`src/rtl/hazard_pkg.sv`:
```
// Shared encodings for the hazard/forwarding controller.
`default_nettype none
// ============================================================================
// Module   : hazard_pkg
// Brief    : Forward-mux select encodings for the MIPS32 hazard unit.
// Revision : 1.0  initial release
// ============================================================================
package hazard_pkg;

    typedef enum logic [1:0] {
        FWD_NONE = 2'b00,
        FWD_WB   = 2'b01,
        FWD_MEM  = 2'b10
    } fwd_sel_t;

endpackage
`default_nettype wire

```
`src/rtl/md_busy_tracker.sv`:
```
// Counts down the MUL/DIV latency after an issue leaves E; busy while in flight.
`default_nettype none
// ============================================================================
// Module   : md_busy_tracker
// Brief    : MUL/DIV in-flight tracker with registered busy flag.
// Revision : 1.0  initial release
// ============================================================================
module md_busy_tracker #(
    parameter int MD_LAT = 8
) (
    input  logic clk,
    input  logic rst_n,
    input  logic accept,
    output logic busy
);

    localparam int              c_CW  = $clog2(MD_LAT + 1);
    localparam logic [c_CW-1:0] c_LAT = c_CW'(MD_LAT);
    localparam logic [c_CW-1:0] c_ONE = c_CW'(1);

    logic [c_CW-1:0] r_mdCnt;
    logic            r_busy;

    // A re-accept while busy simply reloads the full latency.
    always_ff @(posedge clk or negedge rst_n) begin
        if (!rst_n) begin
            r_mdCnt <= '0;
            r_busy  <= 1'b0;
        end else if (accept) begin
            r_mdCnt <= c_LAT;
            r_busy  <= 1'b1;
        end else if (r_mdCnt != '0) begin
            r_mdCnt <= r_mdCnt - c_ONE;
            r_busy  <= (r_mdCnt != c_ONE);
        end else begin
            r_busy  <= 1'b0;
        end
    end

    assign busy = r_busy;

endmodule
`default_nettype wire

```
`src/rtl/hazard_unit_mc.sv`:
```
// Hazard/forwarding controller for the 5-stage MIPS32 pipeline with MUL/DIV and memory-wait support.
`default_nettype none
// ============================================================================
// Module   : hazard_unit_mc
// Brief    : Forwarding, stall/flush priority, MUL/DIV busy and stall counter.
// Revision : 1.0  initial release
// ============================================================================
module hazard_unit_mc
    import hazard_pkg::*;
#(
    parameter int REG_AW = 5,
    parameter int MD_LAT = 8,
    parameter int CNT_W  = 32
) (
    input  logic              clk,
    input  logic              rst_n,
    input  logic              regWriteE,
    input  logic              regWriteM,
    input  logic              regWriteW,
    input  logic              memToRegE,
    input  logic              memToRegM,
    input  logic              branchD,
    input  logic              jumpD,
    input  logic              mdStartE,
    input  logic              mdStartD,
    input  logic              mdReadD,
    input  logic              memReadyM,
    input  logic              stallCntClr,
    input  logic [REG_AW-1:0] rsD,
    input  logic [REG_AW-1:0] rtD,
    input  logic [REG_AW-1:0] rsE,
    input  logic [REG_AW-1:0] rtE,
    input  logic [REG_AW-1:0] writeRegE,
    input  logic [REG_AW-1:0] writeRegM,
    input  logic [REG_AW-1:0] writeRegW,
    output logic              stallF,
    output logic              stallD,
    output logic              stallE,
    output logic              stallM,
    output logic              flushE,
    output logic              flushW,
    output logic              forwardAD,
    output logic              forwardBD,
    output logic [1:0]        forwardAE,
    output logic [1:0]        forwardBE,
    output logic              mdBusy,
    output logic [CNT_W-1:0]  stallCount
);

    localparam logic [CNT_W-1:0] c_CNT_MAX = '1;

    fwd_sel_t         w_fwdA;
    fwd_sel_t         w_fwdB;
    logic             w_lwStall;
    logic             w_brStall;
    logic             w_mdStall;
    logic             w_dStall;
    logic             w_mdAccept;
    logic [CNT_W-1:0] r_stallCount;

    always_comb begin
        w_fwdA = FWD_NONE;
        if (rsE != '0 && rsE == writeRegM && regWriteM)      w_fwdA = FWD_MEM;
        else if (rsE != '0 && rsE == writeRegW && regWriteW) w_fwdA = FWD_WB;
        w_fwdB = FWD_NONE;
        if (rtE != '0 && rtE == writeRegM && regWriteM)      w_fwdB = FWD_MEM;
        else if (rtE != '0 && rtE == writeRegW && regWriteW) w_fwdB = FWD_WB;
    end

    assign w_lwStall = memToRegE && (writeRegE != '0) &&
                       ((rsD == writeRegE) || (rtD == writeRegE));
    assign w_brStall = branchD &&
                       ((regWriteE && (writeRegE != '0) &&
                         ((writeRegE == rsD) || (writeRegE == rtD))) ||
                        (memToRegM && (writeRegM != '0) &&
                         ((writeRegM == rsD) || (writeRegM == rtD))));
    assign w_mdStall = mdBusy && (mdReadD || mdStartD);
    assign w_dStall  = w_lwStall || w_brStall || w_mdStall;

    // A memory wait freezes every stage; E keeps its instruction rather than bubbling.
    always_comb begin
        stallF    = 1'b0;
        stallD    = 1'b0;
        stallE    = 1'b0;
        stallM    = 1'b0;
        flushE    = 1'b0;
        flushW    = 1'b0;
        forwardAD = 1'b0;
        forwardBD = 1'b0;
        forwardAE = FWD_NONE;
        forwardBE = FWD_NONE;
        if (rst_n) begin
            forwardAD = (rsD != '0) && (rsD == writeRegM) && regWriteM;
            forwardBD = (rtD != '0) && (rtD == writeRegM) && regWriteM;
            forwardAE = w_fwdA;
            forwardBE = w_fwdB;
            if (!memReadyM) begin
                stallF = 1'b1;
                stallD = 1'b1;
                stallE = 1'b1;
                stallM = 1'b1;
                flushW = 1'b1;
            end else begin
                stallF = w_dStall;
                stallD = w_dStall;
                flushE = w_dStall || jumpD;
            end
        end
    end

    assign w_mdAccept = mdStartE && !stallE;

    md_busy_tracker #(
        .MD_LAT (MD_LAT)
    ) u_mdTracker (
        .clk    (clk),
        .rst_n  (rst_n),
        .accept (w_mdAccept),
        .busy   (mdBusy)
    );

    always_ff @(posedge clk or negedge rst_n) begin
        if (!rst_n) begin
            r_stallCount <= '0;
        end else if (stallCntClr) begin
            r_stallCount <= '0;
        end else if (stallF && r_stallCount != c_CNT_MAX) begin
            r_stallCount <= r_stallCount + CNT_W'(1);
        end
    end

    assign stallCount = r_stallCount;

endmodule
`default_nettype wire

```
`config.mk`:
```
export PLATFORM = sky130hd
export DESIGN_NAME = hazard_unit_mc
export DESIGN_NICKNAME = d
export VERILOG_FILES = /design/src/rtl/hazard_pkg.sv /design/src/rtl/md_busy_tracker.sv /design/src/rtl/hazard_unit_mc.sv
export SDC_FILE = /design/constraint.sdc
export NUM_CORES = 1
export LEC_CHECK = 0
export CORE_ASPECT_RATIO = 1.25
export CORE_MARGIN = 2
export CORE_UTILIZATION = 45
export DETAILED_ROUTE_END_ITERATION = 8
export DONT_BUFFER_PORTS = 1
export PLACE_DENSITY = 0.62
export SLEW_MARGIN = 30
export SYNTH_ARGS = -nofsm -noshare
export SYNTH_HDL_FRONTEND = slang
export SYNTH_SLANG_ARGS = --single-unit
```
`constraint.sdc`:
```
create_clock -name clk -period 2.9 [get_ports clk]
set_input_delay 0.58 -clock clk [delete_from_list [all_inputs] [get_ports clk]]
set_output_delay 0.58 -clock clk [all_outputs]
set_load 0.02 [all_outputs]
```
# Yosys cells after proc, flatten, opt, wreduce, memory -nomap -nowiden
# Cells that the tools add are included.
# totals
register_bits	37
input_bits	49
output_inout_bits	45
wordCells	79
# classes
n_eq_ne	14
reduce_logical	40
add_sub_neg	2
mux	20
# ops
operator	n
32-bit 2-to-1 mux	2
5-bit == test	12
32-bit by 1-bit adder with 32-bit output, second input constant	1
32-bit inequality test, second input constant	1
5-bit nonzero test	6
1-bit logical AND	22
1-bit 2-to-1 mux	12
1-bit logical OR	8
2-bit 2-to-1 mux	4
4-bit 2-to-1 mux	2
4-bit by 1-bit inequality test with 1-bit output, second input constant	1
2-bit nonzero test	2
4-bit nonzero test	1
4-bit by 1-bit subtractor with 4-bit output, second input constant	1
1-bit zero test	1

# Longest topological paths before layout
# logic_depth
depth_word	12
mapped_depth	11
mapped_depth_nobuf	8

# Cells and area by module
# A second synthesis with hierarchy kept.
# unflattened
hier_cells	329
area_unflattened_um2	3007.9
# by_module_without_submodules
module	seq_area_each_um2	n_inst	cells_per_inst	area_per_inst_um2
hazard_unit_mc	800.8	1	304	2740.1
md_busy_tracker	125.1	1	25	267.8

# Worst setup path after synthesis
# No wires, ideal clock.
# synth_timing
kind	in2out
from	in writeRegM[3]
to	out stallF
n_path_buf	3
stages	8
arrival_time_ns	2.368
t_required_ns	2.320
path_slack_ns	-0.048
path_cell_list	clkbuf_1 -> or4_1 -> o211ai_1 -> a21o_1 -> a41o_4 -> clkbuf_1 -> inv_1 -> buf_4
# synth_via
elab_chain_len	9
elab_cells_between_ends	12
classes_between	eq/ne: 2; mux: 2; reduce/logical: 8
# synth_rtl
item	line_no	rtl
start: declaration	hazard_unit_mc.sv:34	input logic [REG_AW-1:0] writeRegM,
5-bit == test or 5-bit nonzero test (tied branches)	hazard_unit_mc.sv:76, hazard_unit_mc.sv:75	
1-bit logical OR or 1-bit logical AND (tied branches)	hazard_unit_mc.sv:76, hazard_unit_mc.sv:75	
1-bit logical AND *	hazard_unit_mc.sv:75	(memToRegM && (writeRegM != '0) &&
1-bit logical OR *	hazard_unit_mc.sv:74	((writeRegE == rsD) || (writeRegE == rtD))) ||
1-bit logical AND *	hazard_unit_mc.sv:72	assign w_brStall = branchD &&
1-bit logical OR * (2 in series)	hazard_unit_mc.sv:78	assign w_dStall = w_lwStall || w_brStall || w_mdStall;
1-bit 2-to-1 mux * (2 in series)	n/a	
end: declaration	hazard_unit_mc.sv:36	output logic stallF,
# Mark *: on every way between the ends. The rest lies on a longest branch, timed or not.

# Worst setup path in the final report
# layout_timing
from	reg r_stallCount[7] (netlist: stallCount[7])
to	reg r_stallCount[17] (netlist: stallCount[17])
# layout_via
elab_chain_len	3
elab_cells_between_ends	6
classes_between	add/sub: 1; eq/ne: 1; mux: 2; reduce/logical: 2
# layout_rtl
item	line_no	rtl
start: declaration	hazard_unit_mc.sv:59	logic [CNT_W-1:0] r_stallCount;
start signal: assignment	hazard_unit_mc.sv:128	r_stallCount <= r_stallCount + CNT_W'(1);
32-bit by 1-bit adder with 32-bit output or 32-bit inequality test (tied branches)	hazard_unit_mc.sv:128, hazard_unit_mc.sv:127	
32-bit 2-to-1 mux or 1-bit logical AND (tied branches)	hazard_unit_mc.sv:127	end else if (stallF && r_stallCount != c_CNT_MAX) begin
32-bit 2-to-1 mux or 2-bit nonzero test (tied branches)	n/a	
# Parallel ways exist; a longest one is shown, timed or not. The select of a mux whose other input is x is not followed.
# A chain may end at the register's enable or synchronous reset.

==> impl_metrics.prom <==
# TYPE chip_impl_metric gauge
chip_impl_info{name="run_status",value="completed"} 1
chip_impl_metric{name="design_power_total",unit="W"} 0.00139
chip_impl_metric{name="detail_route.vias_per_cell",unit=""} 5.77
chip_impl_info{name="reg2reg_to",value="stallCount[17]$_DFFE_PN0P_"} 1
chip_impl_metric{name="cts_resized",unit=""} 0
chip_impl_metric{name="regArea",unit="sq um"} 926
chip_impl_metric{name="routedWlPerCell",unit="microns"} 16.5
chip_impl_info{name="clk_root_buffer_cell",value="clkbuf_8"} 1
chip_impl_info{name="worstHoldPathType",value="in2async"} 1
chip_impl_info{name="synth_area_leaders",value="dfrtp_1 35%, xnor2_1 15%, nor2_1 5.1%"} 1
chip_impl_metric{name="register_to_register_setup_slack",unit="ps"} 370
chip_impl_metric{name="slew-limit-headroom",unit=""} 0.555
chip_impl_metric{name="synthesis.instances",unit=""} 309
chip_impl_info{name="setup.worst_path.end_class",value="register"} 1
chip_impl_metric{name="grt_pass1_wl",unit="mm"} 10.1
chip_impl_metric{name="fin_worst_skew",unit="ps"} 12.0
chip_impl_metric{name="route.vias.total",unit=""} 2197
chip_impl_metric{name="clkTransAtPathRegs",unit="ps"} 90
chip_impl_metric{name="synthArstFlopShare",unit=""} 1.00
chip_impl_metric{name="die-area",unit="sq mm"} 0.00656
chip_impl_metric{name="drv_slew",unit=""} 0
chip_impl_metric{name="nNetsFinal",unit=""} 367
chip_impl_info{name="synth_top_cells_by_count",value="46 x xnor2_1, 37 x dfrtp_1, 36 x nor2_1"} 1
chip_impl_metric{name="area_growth_syn_to_layout",unit="%"} 9.39
chip_impl_metric{name="drt_pre_antenna_iters",unit=""} 4
chip_impl_metric{name="cts_inserted_buffers",unit=""} 5
chip_impl_metric{name="worst_slew_pin_slew",unit="ps"} 662
chip_impl_metric{name="critical_path_peak_fanout",unit=""} 12
chip_impl_info{name="synth.most_common_cell",value="xnor2_1"} 1
chip_impl_metric{name="min_period_over_period",unit=""} 0.873
chip_impl_metric{name="power-per-cell-area",unit="mW/mm^2"} 476
chip_impl_metric{name="max_cap_violations",unit=""} 0
chip_impl_metric{name="total_area_of_multi_input_combinational_cells",unit="sq mm"} 0.00160
chip_impl_info{name="rsz_0062_raised_after_global_routing",value="false"} 1
chip_impl_metric{name="dieWidth",unit="microns"} 72.9
chip_impl_metric{name="fmax",unit="GHz"} 0.395
chip_impl_metric{name="number_of_antenna_violations_at_the_first_check_in_global_routing",unit=""} 0
chip_impl_metric{name="finalWorstPathRequiredPeriod",unit="ps"} 2530
chip_impl_metric{name="postRouteWirelength",unit="mm"} 6.28
chip_impl_metric{name="vdd.ir_drop.worst",unit="mV"} 0.408
chip_impl_metric{name="synthesis.area_per_instance",unit="sq um"} 8.63
chip_impl_metric{name="gpl_wtd_cong",unit=""} 0.865
chip_impl_metric{name="critical_path_arrival",unit="ps"} 2760
chip_impl_metric{name="clock_sinks",unit=""} 37
chip_impl_metric{name="number_of_enable_type_register_cells_in_the_synthesized_netlist",unit=""} 0
chip_impl_info{name="tritoncts_clock_tree",value="built"} 1
chip_impl_info{name="regToRegStartpoint",value="stallCount[7]$_DFFE_PN0P_"} 1
chip_impl_metric{name="boundaryPins",unit=""} 94
chip_impl_metric{name="placementRows",unit=""} 31
chip_impl_metric{name="cellLeakagePower",unit="nW"} 1.11
chip_impl_info{name="timing.critical_path.from_type",value="register"} 1
chip_impl_metric{name="drc",unit=""} 0
chip_impl_metric{name="initialDrtViolationCount",unit=""} 112
chip_impl_metric{name="ys_seq_elements",unit=""} 37
chip_impl_metric{name="syn_nets",unit=""} 362
chip_impl_metric{name="syn-cell-area",unit="sq mm"} 0.00267
chip_impl_metric{name="hold_viol_final",unit=""} 0
chip_impl_metric{name="cts-root-to-sink-buffers",unit=""} 2
chip_impl_metric{name="number_of_nets_with_antenna_violations_after_routing",unit=""} 0
chip_impl_metric{name="setup-violations-final",unit=""} 0
chip_impl_info{name="dominantRegCellSynth",value="dfrtp_1"} 1
chip_impl_metric{name="synth_top_area_share",unit=""} 0.347
chip_impl_metric{name="later_pin_clock_latency_in_the_skew_report",unit="ps"} 300
chip_impl_metric{name="synth-warning-count",unit=""} 0
chip_impl_info{name="yosys.area.top_type",value="dfrtp_1"} 1
chip_impl_metric{name="post_cts_buffers",unit=""} 0
chip_impl_metric{name="chipHeight",unit="microns"} 90.1
chip_impl_metric{name="drive_above_1_share",unit=""} 0.105
chip_impl_metric{name="worstPathRequired",unit="ps"} 3130
chip_impl_metric{name="grt_overflow",unit=""} 0
chip_impl_metric{name="worst-r2r-cell-count",unit=""} 9
chip_impl_metric{name="grt_start_max_net_pins",unit=""} 38
chip_impl_metric{name="initial_core_util",unit=""} 0.461
chip_impl_metric{name="yosysSeqAreaShare",unit=""} 0.347
chip_impl_metric{name="setup_tns",unit="ps"} 0
chip_impl_metric{name="gr-usage-all-layers",unit=""} 0.192
chip_impl_metric{name="vias_in_the_first_global_route",unit=""} 2109
chip_impl_metric{name="synth_cell_types",unit=""} 44
chip_impl_info{name="timing.setup.critical_path_class",value="reg2reg"} 1
chip_impl_metric{name="placeableCoreArea",unit="sq mm"} 0.00578
chip_impl_metric{name="h-tree-depth",unit=""} 2
chip_impl_metric{name="buffer_ports.inserted",unit=""} 0
chip_impl_metric{name="num_antenna_cells",unit=""} 0
chip_impl_metric{name="nFillCells",unit=""} 566
chip_impl_metric{name="placed_wire_length_estimate_after_detailed_placement",unit="mm"} 4.79
## worst max path at each step
stage	cells past startpoint	from	slack, ps	endpoint
CTS	9	stallCount[7]$_DFFE_PN0P_	370	stallCount[17]$_DFFE_PN0P_
global placement	9	writeRegM[1]	240	stallCount[17]$_DFFE_PN0P_
global route	9	stallCount[22]$_DFFE_PN0P_	210	stallCount[27]$_DFFE_PN0P_
finish	9	stallCount[7]$_DFFE_PN0P_	370	stallCount[17]$_DFFE_PN0P_
detailed placement	9	writeRegM[2]	200	stallCount[17]$_DFFE_PN0P_
floorplan	8	writeRegM[3]	100	stallF
## metrics by stage
step | std cells | setup WS, ps | hold WS (ps) | area (sq um) | utilization
after floorplan | 309 | 95.2 | 284 | 2670 | -
final | 381 | 368 | 103 | 2920 | 0.505
after global routing | 381 | 212 | 119 | 2920 | 0.505
after detailed placement | 372 | 198 | 285 | 2760 | 0.477
after global placement | 372 | 242 | 286 | 2760 | 0.477
after CTS | 381 | 368 | 116 | 2920 | 0.505
## report_power, final
| group | total, W | internal, W | switching, W |
|---|---|---|---|
| logic | 0.000250 | 0.000122 | 0.000128 |
| clock network | 0.000544 | 0.000346 | 0.000198 |
| registers | 0.000593 | 0.000549 | 0.0000447 |
| total | 0.00139 | 0.00102 | 0.000370 |
## worst max-delay path, cell delays in order, from the launching register on
cell and delay [ps]:
dfrtp_1 500, and3_1 260, and3_1 250, nand4_1 140, or3_1 170, nor3_2 50
or2_1 270, buf_4 190, or4_1 490, a21oi_1 150
## layout by cell type (no fill, tap or decap), types with 2 or more instances in the layout
| cell type | count |
|---|---|
| bufinv_16 | 2 |
| and3_1 | 5 |
| inv_1 | 9 |
| nand4_1 | 9 |
| dfrtp_1 | 37 |
| a31o_2 | 2 |
| nand2b_1 | 4 |
| nor2_1 | 36 |
| xnor2_1 | 46 |
| ha_1 | 4 |
| nand2_1 | 14 |
| nand3b_1 | 2 |
| and4_1 | 2 |
| xor2_1 | 15 |
| or3_1 | 8 |
| clkbuf_8 | 5 |
| nand3_1 | 16 |
| a21oi_1 | 13 |
| nor3_2 | 2 |
| o31ai_1 | 2 |
| nor2b_1 | 2 |
| nor4_1 | 12 |
| and2_1 | 3 |
| or4_1 | 7 |
| o21ai_0 | 8 |
| buf_4 | 16 |
| nor3_1 | 18 |
## layer usage
metal	GRT usage	routed length (microns)	share of wire
met1	0.241	2560	0.41
met4	0.0417	43	0.0068
met5	0	0	0
met2	0.326	3190	0.51
met3	0.0516	487	0.077
## kinds of logic after synthesis
logic type                 after synthesis  synth area share
and+or+nand+nor                        144             0.290
xor gates and xnor gates                61             0.200
DFF                                     37             0.347
AOI/OAI and AO/OA                       33            0.0817
buffers and inverters                   28            0.0540
adders and majority gates                4            0.0188
muxes                                    2           0.00798
## final cells by class
type | count | share of cell area
Clock buffer | 5 | 0.0236
Inverter | 9 | 0.0116
Clock inverter | 3 | 0.0236
Timing Repair Buffer | 17 | 0.0480
Sequential cell | 37 | 0.317
Multi-Input combinational cell | 244 | 0.547
Tap cell | 66 | 0.0283
## timing repair
action,4_1_cts,5_1_grt
setup endpoints to repair,0,0
endpoints found under the hold margin,37,0
hold buffers,1,0
## state kept, by name, summed over array words and instances, names as in the netlist
name,cells
stallCount,32
u_mdTracker.r_mdCnt,4
u_mdTracker.busy,1
Power figures use the tool's default switching activity.
